### config.mk
export PLATFORM = sky130hd
export DESIGN_NAME = any_ffd_mc
export DESIGN_NICKNAME = d
export VERILOG_FILES = /design/src/rtl/any_ffd_mc.sv
export SDC_FILE = /design/constraint.sdc
export NUM_CORES = 1
export LEC_CHECK = 0
export ABC_AREA = 0
export CAP_MARGIN = 10
export CELL_PAD_IN_SITES_DETAIL_PLACEMENT = 2
export CELL_PAD_IN_SITES_GLOBAL_PLACEMENT = 2
export CORE_MARGIN = 2
export CORE_UTILIZATION = 36
export CTS_CLUSTER_DIAMETER = 200
export DETAILED_ROUTE_END_ITERATION = 10
export GPL_ROUTABILITY_DRIVEN = 0
export PLACE_DENSITY = 0.74
export SYNTH_ARGS = -nofsm -noshare
export SYNTH_HDL_FRONTEND = slang
export SYNTH_SLANG_ARGS = --single-unit
export TNS_END_PERCENT = 100
### constraint.sdc
create_clock -name HF_Ck -period 4 [get_ports HF_Ck]
set_clock_uncertainty 0.15 [all_clocks]
set_input_delay 0.8 -clock HF_Ck [delete_from_list [all_inputs] [get_ports HF_Ck]]
set_output_delay 0.8 -clock HF_Ck [all_outputs]
set_load 0.02 [all_outputs]
### src/rtl/any_ffd_mc.sv
// Multi-channel NCO fractional clock divider: every output is registered, one HF_Ck edge after its inputs.
// There is no backpressure; HF_CE freezes all accumulators and outputs, and config writes land on every edge.
module any_ffd_mc #(
  parameter int unsigned CH    = 4,
  parameter int unsigned DW    = 32,
  parameter int unsigned NW    = 24,
  parameter logic [DW:0] NCO_D = {1'b1, {DW{1'b0}}},
  localparam int unsigned CW   = (CH > 1) ? $clog2(CH) : 1
) (
  input  logic             HF_Ck,
  input  logic             Rs,
  input  logic             HF_CE,
  input  logic             Cfg_WE,
  input  logic [CW-1:0]    Cfg_Ch,
  input  logic [1:0]       Cfg_Sel,
  input  logic [DW-1:0]    Cfg_D,
  input  logic             Sync,
  output logic [CH*DW-1:0] Acc_O,
  output logic [CH-1:0]    LF_Ck_O,
  output logic [CH-1:0]    LF_CE_O,
  output logic [CH-1:0]    Wrap_O
);

  localparam logic [DW:0] HALF = NCO_D >> 1;
  localparam logic [DW:0] LIM  = NCO_D - 1'b1;

  logic [DW-1:0] acc    [CH];
  logic [DW-1:0] phase  [CH];
  logic [NW-1:0] n_act  [CH];
  logic [NW-1:0] n_sh   [CH];
  logic [CH-1:0] en;
  logic [CH-1:0] lf_ck;
  logic [CH-1:0] lf_ce;
  logic [CH-1:0] wrap;

  logic [NW-1:0] n_wr;
  logic [DW-1:0] ph_wr;
  logic [DW:0]   sum     [CH];
  logic [DW-1:0] acc_nxt [CH];
  logic [CH-1:0] wrap_c;
  logic [CH-1:0] hit;
  logic [CH-1:0] off;

  // Written values at or above the modulus saturate to the largest legal value.
  always_comb begin
    n_wr  = Cfg_D[NW-1:0];
    ph_wr = Cfg_D;
    if ({{(DW+1-NW){1'b0}}, Cfg_D[NW-1:0]} >= NCO_D) n_wr = LIM[NW-1:0];
    if ({1'b0, Cfg_D} >= NCO_D) ph_wr = LIM[DW-1:0];
  end

  // A ctrl write clearing enable takes effect on the same edge the write lands.
  always_comb begin
    hit    = '0;
    off    = '0;
    wrap_c = '0;
    for (int k = 0; k < CH; k++) begin
      hit[k]     = Cfg_WE && (Cfg_Ch == CW'(k));
      off[k]     = !en[k] || (hit[k] && (Cfg_Sel == 2'd2) && !Cfg_D[0]);
      sum[k]     = {1'b0, acc[k]} + {{(DW+1-NW){1'b0}}, n_act[k]};
      wrap_c[k]  = (sum[k] >= NCO_D);
      acc_nxt[k] = wrap_c[k] ? DW'(sum[k] - NCO_D) : sum[k][DW-1:0];
    end
  end

  always_ff @(posedge HF_Ck) begin
    if (Rs) begin
      for (int k = 0; k < CH; k++) begin
        acc[k]   <= '0;
        phase[k] <= '0;
        n_act[k] <= '0;
        n_sh[k]  <= '0;
      end
      en    <= '0;
      lf_ck <= '0;
      lf_ce <= '0;
      wrap  <= '0;
    end else begin
      for (int k = 0; k < CH; k++) begin
        if (off[k]) begin
          acc[k]   <= phase[k];
          n_act[k] <= n_sh[k];
          lf_ck[k] <= 1'b0;
          lf_ce[k] <= 1'b0;
          wrap[k]  <= 1'b0;
        end else if (Sync) begin
          acc[k]   <= phase[k];
          n_act[k] <= n_sh[k];
          lf_ck[k] <= ({1'b0, phase[k]} >= HALF);
          lf_ce[k] <= 1'b0;
          wrap[k]  <= 1'b0;
        end else if (HF_CE) begin
          // Increment changes only on a wrap, so no LF period is ever cut short.
          acc[k]   <= acc_nxt[k];
          lf_ck[k] <= ({1'b0, acc[k]} >= HALF);
          lf_ce[k] <= wrap_c[k];
          wrap[k]  <= wrap_c[k];
          if (wrap_c[k]) n_act[k] <= n_sh[k];
        end
        if (hit[k]) begin
          case (Cfg_Sel)
            2'd0:    n_sh[k]  <= n_wr;
            2'd1:    phase[k] <= ph_wr;
            2'd2:    en[k]    <= Cfg_D[0];
            default: ;
          endcase
        end
      end
    end
  end

  for (genvar g = 0; g < CH; g++) begin : g_acc
    assign Acc_O[g*DW +: DW] = acc[g];
  end

  assign LF_Ck_O = lf_ck;
  assign LF_CE_O = lf_ce;
  assign Wrap_O  = wrap;

endmodule

# == Yosys cells after proc, flatten, opt, wreduce, memory -nomap -nowiden ==
# Memory sizes are Yosys's and may differ from the RTL's.
# Cells that the tools add are included.
# word_totals
mem_bits_rw,448
input_bits,41
latch_bits,0
output_inout_bits,140
romBits,0
register_bits,12
word_cells,244
memories,4
# op_classes
n_reduce_logical,36
n_mul,0
addsub,8
shifts,0
n_bitwise,32
muxes,135
eq_ne,5
n_lt_le_gt_ge,12
div,0
# memory_table
memory,depth,width,read_ports,rd_ports_with_merged_regs,wr,line_no,rtl
acc,4,32,4,0,4,27,logic [DW-1:0] acc [CH];
phase,4,32,4,0,4,28,logic [DW-1:0] phase [CH];
n_act,4,24,4,0,4,29,logic [NW-1:0] n_act [CH];
n_sh,4,24,4,0,4,30,logic [NW-1:0] n_sh [CH];
# ops
cell,count
two-way mux 32 bit,20
two-way mux 24 bit,16
greater-or-equal comparator 32 bit (second input constant),8
adder 32 x 24 -> 33 bit,4
greater-or-equal comparator 33 bit (second input constant),4
subtractor 32 x 1 -> 32 bit (second input constant),4
two-way mux 1 bit,99
bitwise OR 1 bit,32
logical AND 1 bit,12
OR reduction 3 bit,4
AND reduction 2 bit,4
OR reduction 2 bit,4
equality test 2 bit (second input constant),3
logical NOT 1 bit,5
equality test 2 x 1 -> 1 bit (second input constant),2
logical NOT 2 bit,2
logical OR 1 bit,4
nonzero test 2 bit,1

# == Longest topological paths before layout ==
# Gate-level depths: netlist (run 1).
# logic_depth
ltp_word,11
depth_mapped,12
mapped_depth_nobuf,11

# == Worst setup path after synthesis (run 1) ==
# OpenSTA, ideal clock, no wires.
# synth_timing
path_kind,input -> register
startpoint,input Cfg_Ch[0]
endpoint,"memory phase[0][0], enable pin"
arrival_ps,3621
cell_stages,3
slack_ps,-236
n_path_buf,1
required_time_ps,3384
setup_time_ps,466
path_cell_list,or3b_1 -> clkbuf_1 -> o21ai_0
# synth_rtl
item,line_no,rtl
"start, declared",14,"input logic [CW-1:0] Cfg_Ch,"
"end, declared",28,

==> results.json, run 1 <==
{
  "antenna_cells": 0,
  "cp_max_fo": 24,
  "fillers": 6541,
  "cts_tree": "built",
  "dieArea_mm2": 0.0668,
  "die_h_um": 258,
  "cts_root_buffer": "clkbuf_16",
  "startpoint": "acc[3][0]",
  "ys.flop_type": "edfxtp_1",
  "status": "finished clean",
  "route.vias.total": 16800,
  "hpwl_um": 55700,
  "reg2reg_slack_ns": 0.30,
  "fmax_mhz": 270,
  "power_density_mw_per_mm2": 416,
  "power.leakage_uw": 0.0106,
  "antenna_left": 0,
  "finalCriticalPeriod_ns": 3.70,
  "syn_nets": 2120,
  "critPathArrivalTime_ns": 3.90,
  "finalHoldViolations": 0,
  "required_ns": 4.20,
  "grt_overflow": 0,
  "die-width_um": 258,
  "yosysTopAreaCellShare_pct": 57.7,
  "path_buf_inv": 0,
  "synth_most_common_cell": "edfxtp_1",
  "area_delta_synth_final_pct": 19.8,
  "rows": 93,
  "critPathSlowestCell": "a221o_1",
  "drt-initial-drc-count": 863,
  "grt-busiest-layer": "met2",
  "clk_pin_slew_worst_paths_ns": 0.06,
  "core_mm2": 0.0642,
  "cts_resized": 0,
  "gr-usage-met3_pct": 2.83,
  "path_cells": "ha_1 -> fa_1 -> a21oi_1 -> o211ai_1 -> a31oi_2 -> o31ai_2 -> a221o_1 -> nand4_1 -> o21ai_2 -> and2_1",
  "htree_levels": 2,
  "start_util_pct": 36.3,
  "finalSetupTns_ns": 0,
  "period_share_pct": 92.6,
  "ioPinCount": 181,
  "synth.top_cells.by_count": "edfxtp_1 (448), and2_1 (307), nand2_1 (172)",
  "drc": 0,
  "start_kind": "register",
  "synth-seq-cells": 460,
  "nets": 2326,
  "cts.sinks": 460,
  "viasPerCell": 5.46,
  "syn_area_mm2": 0.0233,
  "stdcell_count": 3080,
  "crit_path_end_kind": "register",
  "ys_types": 71,
  "hold_buffers": 0,
  "avgSynthCellArea_um2": 11.8,
  "regToRegStartpoint": "acc[3][0]",
  "cts_buffer_depth": 3,
  "synth_largest_area_cell": "edfxtp_1",
  "drv_cap": 0,
  "rsz0062_at_grt": "no",
  "grt_use_total_pct": 23.6,
  "drive_gt1_share_pct": 7.06,
  "async_flop_share_pct": 0,
  "synth-edff-count": 448,
  "whs_ns": 0.334,
  "grt_pass1_vias": 18500,
  "synth_area_leaders": "edfxtp_1 (58%), and2_1 (8.2%), ha_1 (5.2%)",
  "wl_per_cell_um": 25.7,
  "min_from": "en[2]",
  "drv_slew": 0,
  "relSlewSlack_pct": 24.5,
  "io_buffers": 180,
  "cpLargestDelayFamily": "compound AO/OA/AOI/OAI gates",
  "ir_drop_mv": 0.300,
  "setup_viol": 0,
  "cpPeakStageDelay_ns": 0.46,
  "antenna_found_initial": 9,
  "cts_buffers": 52,
  "ys_seq_area_share_pct": 58.7,
  "first_pass_iters": 5,
  "yosys_warnings": 0,
  "grt_max_degree": 33,
  "syn_inst": 1979,
  "dp.cells": 2986,
  "worst_slew_pin_slew_ns": 1.13,
  "grt.met2_usage_pct": 43.1,
  "power_uw": 11600,
  "clock_latency_ns": 0.61,
  "post_cts_buffers": 0,
  "dp_slack_ns": 0.182,
  "wirelength_um": 79100,
  "crit_type": "reg2reg",
  "met1_usage_pct": 28.7,
  "grt_pass1_wl_um": 118000,
  "setup_ws_ns": 0.297,
  "hold_path_class": "reg2reg"
}
==> layout make-up <==
type | count | area [um2] | area share (%)
well taps | 855 | 1070 | 3.83
clock inverters | 31 | 179 | 0.640
multi-input cells | 1403 | 9230 | 33.0
clock buffers | 63 | 1360 | 4.88
inverters | 32 | 120 | 0.430
repair buffers | 236 | 2280 | 8.18
flip-flops and latches | 460 | 13700 | 49.0
==> cell families (layout without fill, tap and decap cells) <==
kind of cell	Yosys count	count (layout)	synth area share, %
buffers and inverters	116	362	2.07
flip-flops	460	460	58.7
XOR/XNOR	106	106	3.98
AND/OR/NAND/NOR	734	734	16.9
multiplexers	9	9	0.386
AO/OA/AOI/OAI	454	454	12.4
adder cells (fa/ha/maj)	100	100	5.50
==> registers in the layout, summed over array words and instances (netlist names) <==
| register | flops |
|---|---|
| acc | 128 |
| phase | 128 |
| n_act | 96 |
| n_sh | 96 |
| LF_Ck_O | 4 |
| en | 4 |
| LF_CE_O | 3 |
| Wrap_O | 1 |
==> cells in the final DEF (no fill, tap or decap), types with 9 or more instances in the layout <==
cell type,netlist,final
xnor2_1,54,54
o21ai_1,25,25
nor2_1,80,75
dfxtp_1,12,12
nand4_1,18,18
edfxtp_1,448,448
nor2b_1,41,41
a31oi_1,20,20
o21bai_1,10,10
mux2i_1,9,9
clkinv_2,0,9
or3_1,10,10
clkdlybuf4s50_1,0,180
nand3_1,36,36
o211ai_1,14,14
clkbuf_16,0,53
o21a_1,15,15
nor3_1,12,12
a21o_1,24,24
nand2_1,172,172
and2_1,307,307
a22o_1,37,37
buf_4,4,51
and3_1,14,14
nand2b_1,19,19
xor2_1,52,52
a21oi_1,111,111
clkinv_1,0,15
o21ai_0,121,117
clkbuf_1,64,10
inv_1,32,32
ha_1,96,96
==> path summary, 6_finish.rpt <==
kind                                    end  cells past startpoint
worst min-delay path                  en[2]                      2
worst max-delay path            n_act[3][8]                     10
worst max register to register  n_act[3][8]                     10
worst min register to register        en[2]                      2
==> worst register-to-register path, delay by kind of cell (launching register included) <==
family | cells | cell delay [ns]
and+or+nand+nor | 2 | 0.52
adders and majority gates | 2 | 0.67
AOI/OAI and AO/OA | 6 | 1.73
DFF | 1 | 0.38
==> per-stage QoR <==
step / util (%) / area, um2
after floorplan: - / 23300
after global placement: 41.1 / 26400
after detailed placement: 41.1 / 26400
after CTS: 43.5 / 27900
after global routing: 43.5 / 27900
final: 43.5 / 27900
==> report_power, final <==
part,leakage [uW],switching (uW),total [uW],internal (uW)
Combinational,0.00497,856,1390,532
Clock,0.000747,2020,4490,2480
Sequential,0.00484,164,5740,5570
==> layer usage <==
metal	up-vias	wire length, um
li1	7650	-
met1	8721	32500
met2	320	41100
met3	127	2680
met4	0	2700
met5	-	0
Note: power is estimated with default switching activity, not from simulation.
==> run 2, diff against run 1 <==
--- a/config.mk
+++ b/config.mk
@@ -14,6 +14,7 @@
 export CTS_CLUSTER_DIAMETER = 200
 export DETAILED_ROUTE_END_ITERATION = 10
 export GPL_ROUTABILITY_DRIVEN = 0
+export MAX_ROUTING_LAYER = met4
 export PLACE_DENSITY = 0.74
 export SYNTH_ARGS = -nofsm -noshare
 export SYNTH_HDL_FRONTEND = slang
==> results.json, run 2 (synthesis results as in run 1) <==
{
  "ir_drop_mv": 0.300,
  "drv_slew": 0,
  "cp_max_fo": 24,
  "antenna_left": 0,
  "power_density_mw_per_mm2": 416,
  "viasPerCell": 5.44,
  "rows": 93,
  "hold_buffers": 0,
  "cts.sinks": 460,
  "grt_pass1_vias": 18500,
  "grt_use_total_pct": 24.3,
  "grt_pass1_wl_um": 118000,
  "dieArea_mm2": 0.0668,
  "io_buffers": 180,
  "route.vias.total": 16800,
  "finalSetupTns_ns": 0,
  "final_common_cell": "edfxtp_1",
  "nets": 2326,
  "seqPwrFrac_pct": 49.4,
  "largest_registers": "acc x128, phase x128",
  "die_h_um": 258,
  "p_sw_uw": 3040,
  "period_share_pct": 92.1,
  "cts_buffers": 52,
  "ioPinCount": 181,
  "htree_levels": 2,
  "grt_max_degree": 33,
  "rsz0062_at_grt": "no",
  "layout_common_cells": "edfxtp_1 (448), and2_1 (307), clkdlybuf4s50_1 (180)",
  "critPathArrivalTime_ns": 3.88,
  "start_kind": "register",
  "wirelength_um": 79000,
  "cts_buffer_depth": 3,
  "internal_power_uw": 8580,
  "status": "finished clean",
  "cts_tree": "built",
  "setup_viol": 0,
  "finalCriticalPeriod_ns": 3.68,
  "drv_cap": 0,
  "die-width_um": 258,
  "antenna_cells": 0,
  "power_uw": 11600,
  "required_ns": 4.20,
  "area_delta_synth_final_pct": 19.8,
  "clock_latency_ns": 0.61,
  "drc": 0,
  "cts_root_buffer": "clkbuf_16",
  "crit_type": "reg2reg",
  "power.leakage_uw": 0.0106,
  "worst_slew_pin_slew_ns": 1.14,
  "first_pass_iters": 5,
  "comb_power_share_pct": 12.0,
  "hold_path_class": "reg2reg",
  "post_cts_buffers": 0,
  "clk_pin_slew_worst_paths_ns": 0.06,
  "fmax_mhz": 271,
  "finalHoldViolations": 0,
  "antenna_found_initial": 9,
  "drive_gt1_share_pct": 7.06,
  "switching_share_pct": 26.1,
  "grt_overflow": 0,
  "clkPwrFrac_pct": 38.7,
  "wl_per_cell_um": 25.6,
  "cts_resized": 0,
  "relSlewSlack_pct": 24.1,
  "crit_path_end_kind": "register",
  "drt-initial-drc-count": 887,
  "hpwl_um": 55700,
  "start_util_pct": 36.3,
  "core_mm2": 0.0642,
  "whs_ns": 0.336
}
-- run 2: cell counts in the layout (fill, tap and decap cells not counted) --
No cell type changed its count.
-- run 2: layout make-up --
type	instances	area, um2
timing repair buffer	236	2280
tap	855	1070
clock inverter	31	179
clock buffer	63	1360
sequential	460	13700
multi-input combinational	1403	9230
fill	6541	36300
inverter	32	120
-- run 2: worst paths after layout --
kind                                start          end  slack, ns  cells past startpoint
worst max-delay path            acc[3][0]  n_act[3][8]       0.32                     10
worst min-delay path                en[2]        en[2]       0.34                      2
worst max register to register  acc[3][0]  n_act[3][8]       0.32                     10
worst min register to register      en[2]        en[2]       0.34                      2
-- run 2: power by group through the flow --
stage	registers (uW)	clock network, uW	logic [uW]
after floorplan	5860	0	698
after global placement	5820	0	1320
after detailed placement	5840	0	1380
after CTS	5740	4570	1400
after global routing	5760	4730	1510
final	5740	4490	1390
-- run 2: worst max-delay path, cell delays in order (launching register included) --
cell and delay (ns):
edfxtp_1 0.38, ha_1 0.24, fa_1 0.43, a21oi_1 0.27, o211ai_1 0.21, a31oi_2 0.32, o31ai_2 0.14, a221o_1 0.46
nand4_1 0.22, o21ai_2 0.31, and2_1 0.29
-- run 2: per-stage QoR --
stage	util, %	setup WS (ns)	area (um2)	cells
6_report	43.5	0.316	27900	3080
5_1_grt	43.5	0.0575	27900	3080
4_1_cts	43.5	0.279	27900	3080
3_5_place_dp	41.1	0.182	26400	2986
3_3_place_gp	41.1	0.430	26400	2986
2_1_floorplan	-	0.0157	23300	1979
-- run 2: metal layers --
metal	up-vias	track usage (%)	routed length [um]
met5	-	-	0
met4	0	8.03	2580
met3	125	2.74	2650
met2	306	43.3	41300
met1	8686	28.6	32400
li1	7648	-	-
==> run 3, diff against run 2 <==
--- a/config.mk
+++ b/config.mk
@@ -7,15 +7,13 @@
 export LEC_CHECK = 0
 export ABC_AREA = 0
 export CAP_MARGIN = 10
-export CELL_PAD_IN_SITES_DETAIL_PLACEMENT = 2
-export CELL_PAD_IN_SITES_GLOBAL_PLACEMENT = 2
 export CORE_MARGIN = 2
-export CORE_UTILIZATION = 36
+export CORE_UTILIZATION = 53
 export CTS_CLUSTER_DIAMETER = 200
 export DETAILED_ROUTE_END_ITERATION = 10
-export GPL_ROUTABILITY_DRIVEN = 0
 export MAX_ROUTING_LAYER = met4
 export PLACE_DENSITY = 0.74
+export SKIP_LAST_GASP = 1
 export SYNTH_ARGS = -nofsm -noshare
 export SYNTH_HDL_FRONTEND = slang
 export SYNTH_SLANG_ARGS = --single-unit
==> results.json, run 3 (synthesis results as in run 1) <==
{
  "rows": 76,
  "multi_input_area_mm2": 0.00923,
  "viasPerCell": 5.96,
  "crit_path_end_kind": "register",
  "setup_viol": 0,
  "fillers": 3288,
  "reg2reg_to": "n_act[3][11]",
  "grt_pass1_vias": 16400,
  "cts_resized": 0,
  "reg2reg_slack_ns": 0.37,
  "ir_drop_mv": 0.313,
  "htree_levels": 2,
  "start_util_pct": 53.9,
  "clock_latency_ns": 0.58,
  "grt_overflow": 0,
  "final_common_cell": "edfxtp_1",
  "ioPinCount": 181,
  "largest_registers": "acc x128, phase x128",
  "finalSetupTns_ns": 0,
  "finalCriticalPeriod_ns": 3.63,
  "layout_common_cells": "edfxtp_1 (448), and2_1 (307), clkdlybuf4s50_1 (180)",
  "start_kind": "register",
  "cp_max_fo": 24,
  "regToRegStartpoint": "acc[3][0]",
  "antenna_found_initial": 3,
  "drv_cap": 0,
  "core_mm2": 0.0433,
  "hold_depth": 2,
  "finalHoldViolations": 0,
  "period_share_pct": 90.8,
  "route.vias.total": 16700,
  "dp_slack_ns": 0.339,
  "gp_congestion": 0.990,
  "stdcell_area_mm2": 0.0275,
  "die_h_um": 214,
  "whs_ns": 0.340,
  "cts_tree": "built",
  "wirelength_um": 61800,
  "nets": 2319,
  "hold_buffers": 0,
  "wl_per_cell_um": 22.1,
  "relSlewSlack_pct": 29.2,
  "post_cts_buffers": 0,
  "drt-initial-drc-count": 1842,
  "grt_max_degree": 33,
  "grt_use_total_pct": 28.2,
  "drive_gt1_share_pct": 7.00,
  "setup_ws_ns": 0.368,
  "dpl_cell_area_mm2": 0.0260,
  "min_from": "en[2]",
  "dieArea_mm2": 0.0457,
  "first_pass_iters": 5,
  "cts_root_buffer": "clkbuf_16",
  "hpwl_um": 42200,
  "power_density_mw_per_mm2": 418,
  "seq_area_mm2": 0.0137,
  "area_delta_synth_final_pct": 18.2,
  "critPathArrivalTime_ns": 3.82,
  "die-width_um": 214,
  "cts_buffer_depth": 3,
  "rr_worst_depth": 10,
  "min_to": "en[2]",
  "drv_slew": 0,
  "grt_pass1_wl_um": 93100,
  "io_buffers": 180,
  "required_ns": 4.19,
  "antenna_left": 0,
  "drc": 0,
  "cts_buffers": 49,
  "power.leakage_uw": 0.0105,
  "clk_pin_slew_worst_paths_ns": 0.06,
  "cts.sinks": 460,
  "status": "finished clean",
  "fmax_mhz": 275,
  "crit_type": "reg2reg",
  "worst_slew_pin_slew_ns": 1.06,
  "hold_path_class": "reg2reg",
  "rsz0062_at_grt": "no"
}
## run 3: metrics by stage
| step | utilization, % | total power [uW] | instances |
|---|---|---|---|
| 2_1_floorplan | - | 6560 | 1979 |
| 3_3_place_gp | 60.0 | 7050 | 2710 |
| 3_5_place_dp | 60.0 | 7100 | 2710 |
| 4_1_cts | 63.6 | 11600 | 2797 |
| 5_1_grt | 63.7 | 11900 | 2799 |
| 6_report | 63.7 | 11500 | 2800 |
## run 3: per-layer routing
layer  wire length [um]  up-vias  track usage, %
met5                  0        -               -
met4               2350        0            10.9
li1                   -     7649               -
met3               5730      132            4.55
met1              25400     8087            37.6
met2              28200      815            43.9
## run 3: worst max-delay path: stages (launching register included)
cell and delay [ns]:
edfxtp_1 0.41, ha_1 0.25, fa_1 0.41, a21oi_1 0.26, o211ai_1 0.21, a31oi_2 0.32, o31ai_2 0.15, a221o_1 0.44
nand4_1 0.19, o21ai_2 0.30, and2_1 0.30
## run 3: layout make-up
type	count	share of cell area (%)
inverter	32	0.436
clock buffer	55	4.53
clock inverter	32	1.14
multi-input combinational	1403	33.5
tap	585	2.66
sequential	460	49.7
timing repair buffer	232	8.03
antenna	1	0.00908
## run 3: worst max-delay path by stage
stage                          start           end  slack [ns]  cells after the start
after CTS                  acc[3][0]  n_act[3][20]        0.37                     10
after floorplan            Cfg_Ch[0]   phase[2][0]        0.02                      2
after detailed placement  Cfg_Sel[0]    acc[2][11]        0.34                      6
after global placement        Cfg_WE  n_act[0][10]        0.48                      7
final                      acc[3][0]  n_act[3][11]        0.37                     10
after global routing       acc[3][0]   n_act[3][4]        0.15                     10
## run 3: report_power, final
group / total, uW / internal, uW / switching [uW]
combinational: 1310 / 526 / 782
clock: 4490 / 2620 / 1870
sequential: 5720 / 5570 / 147
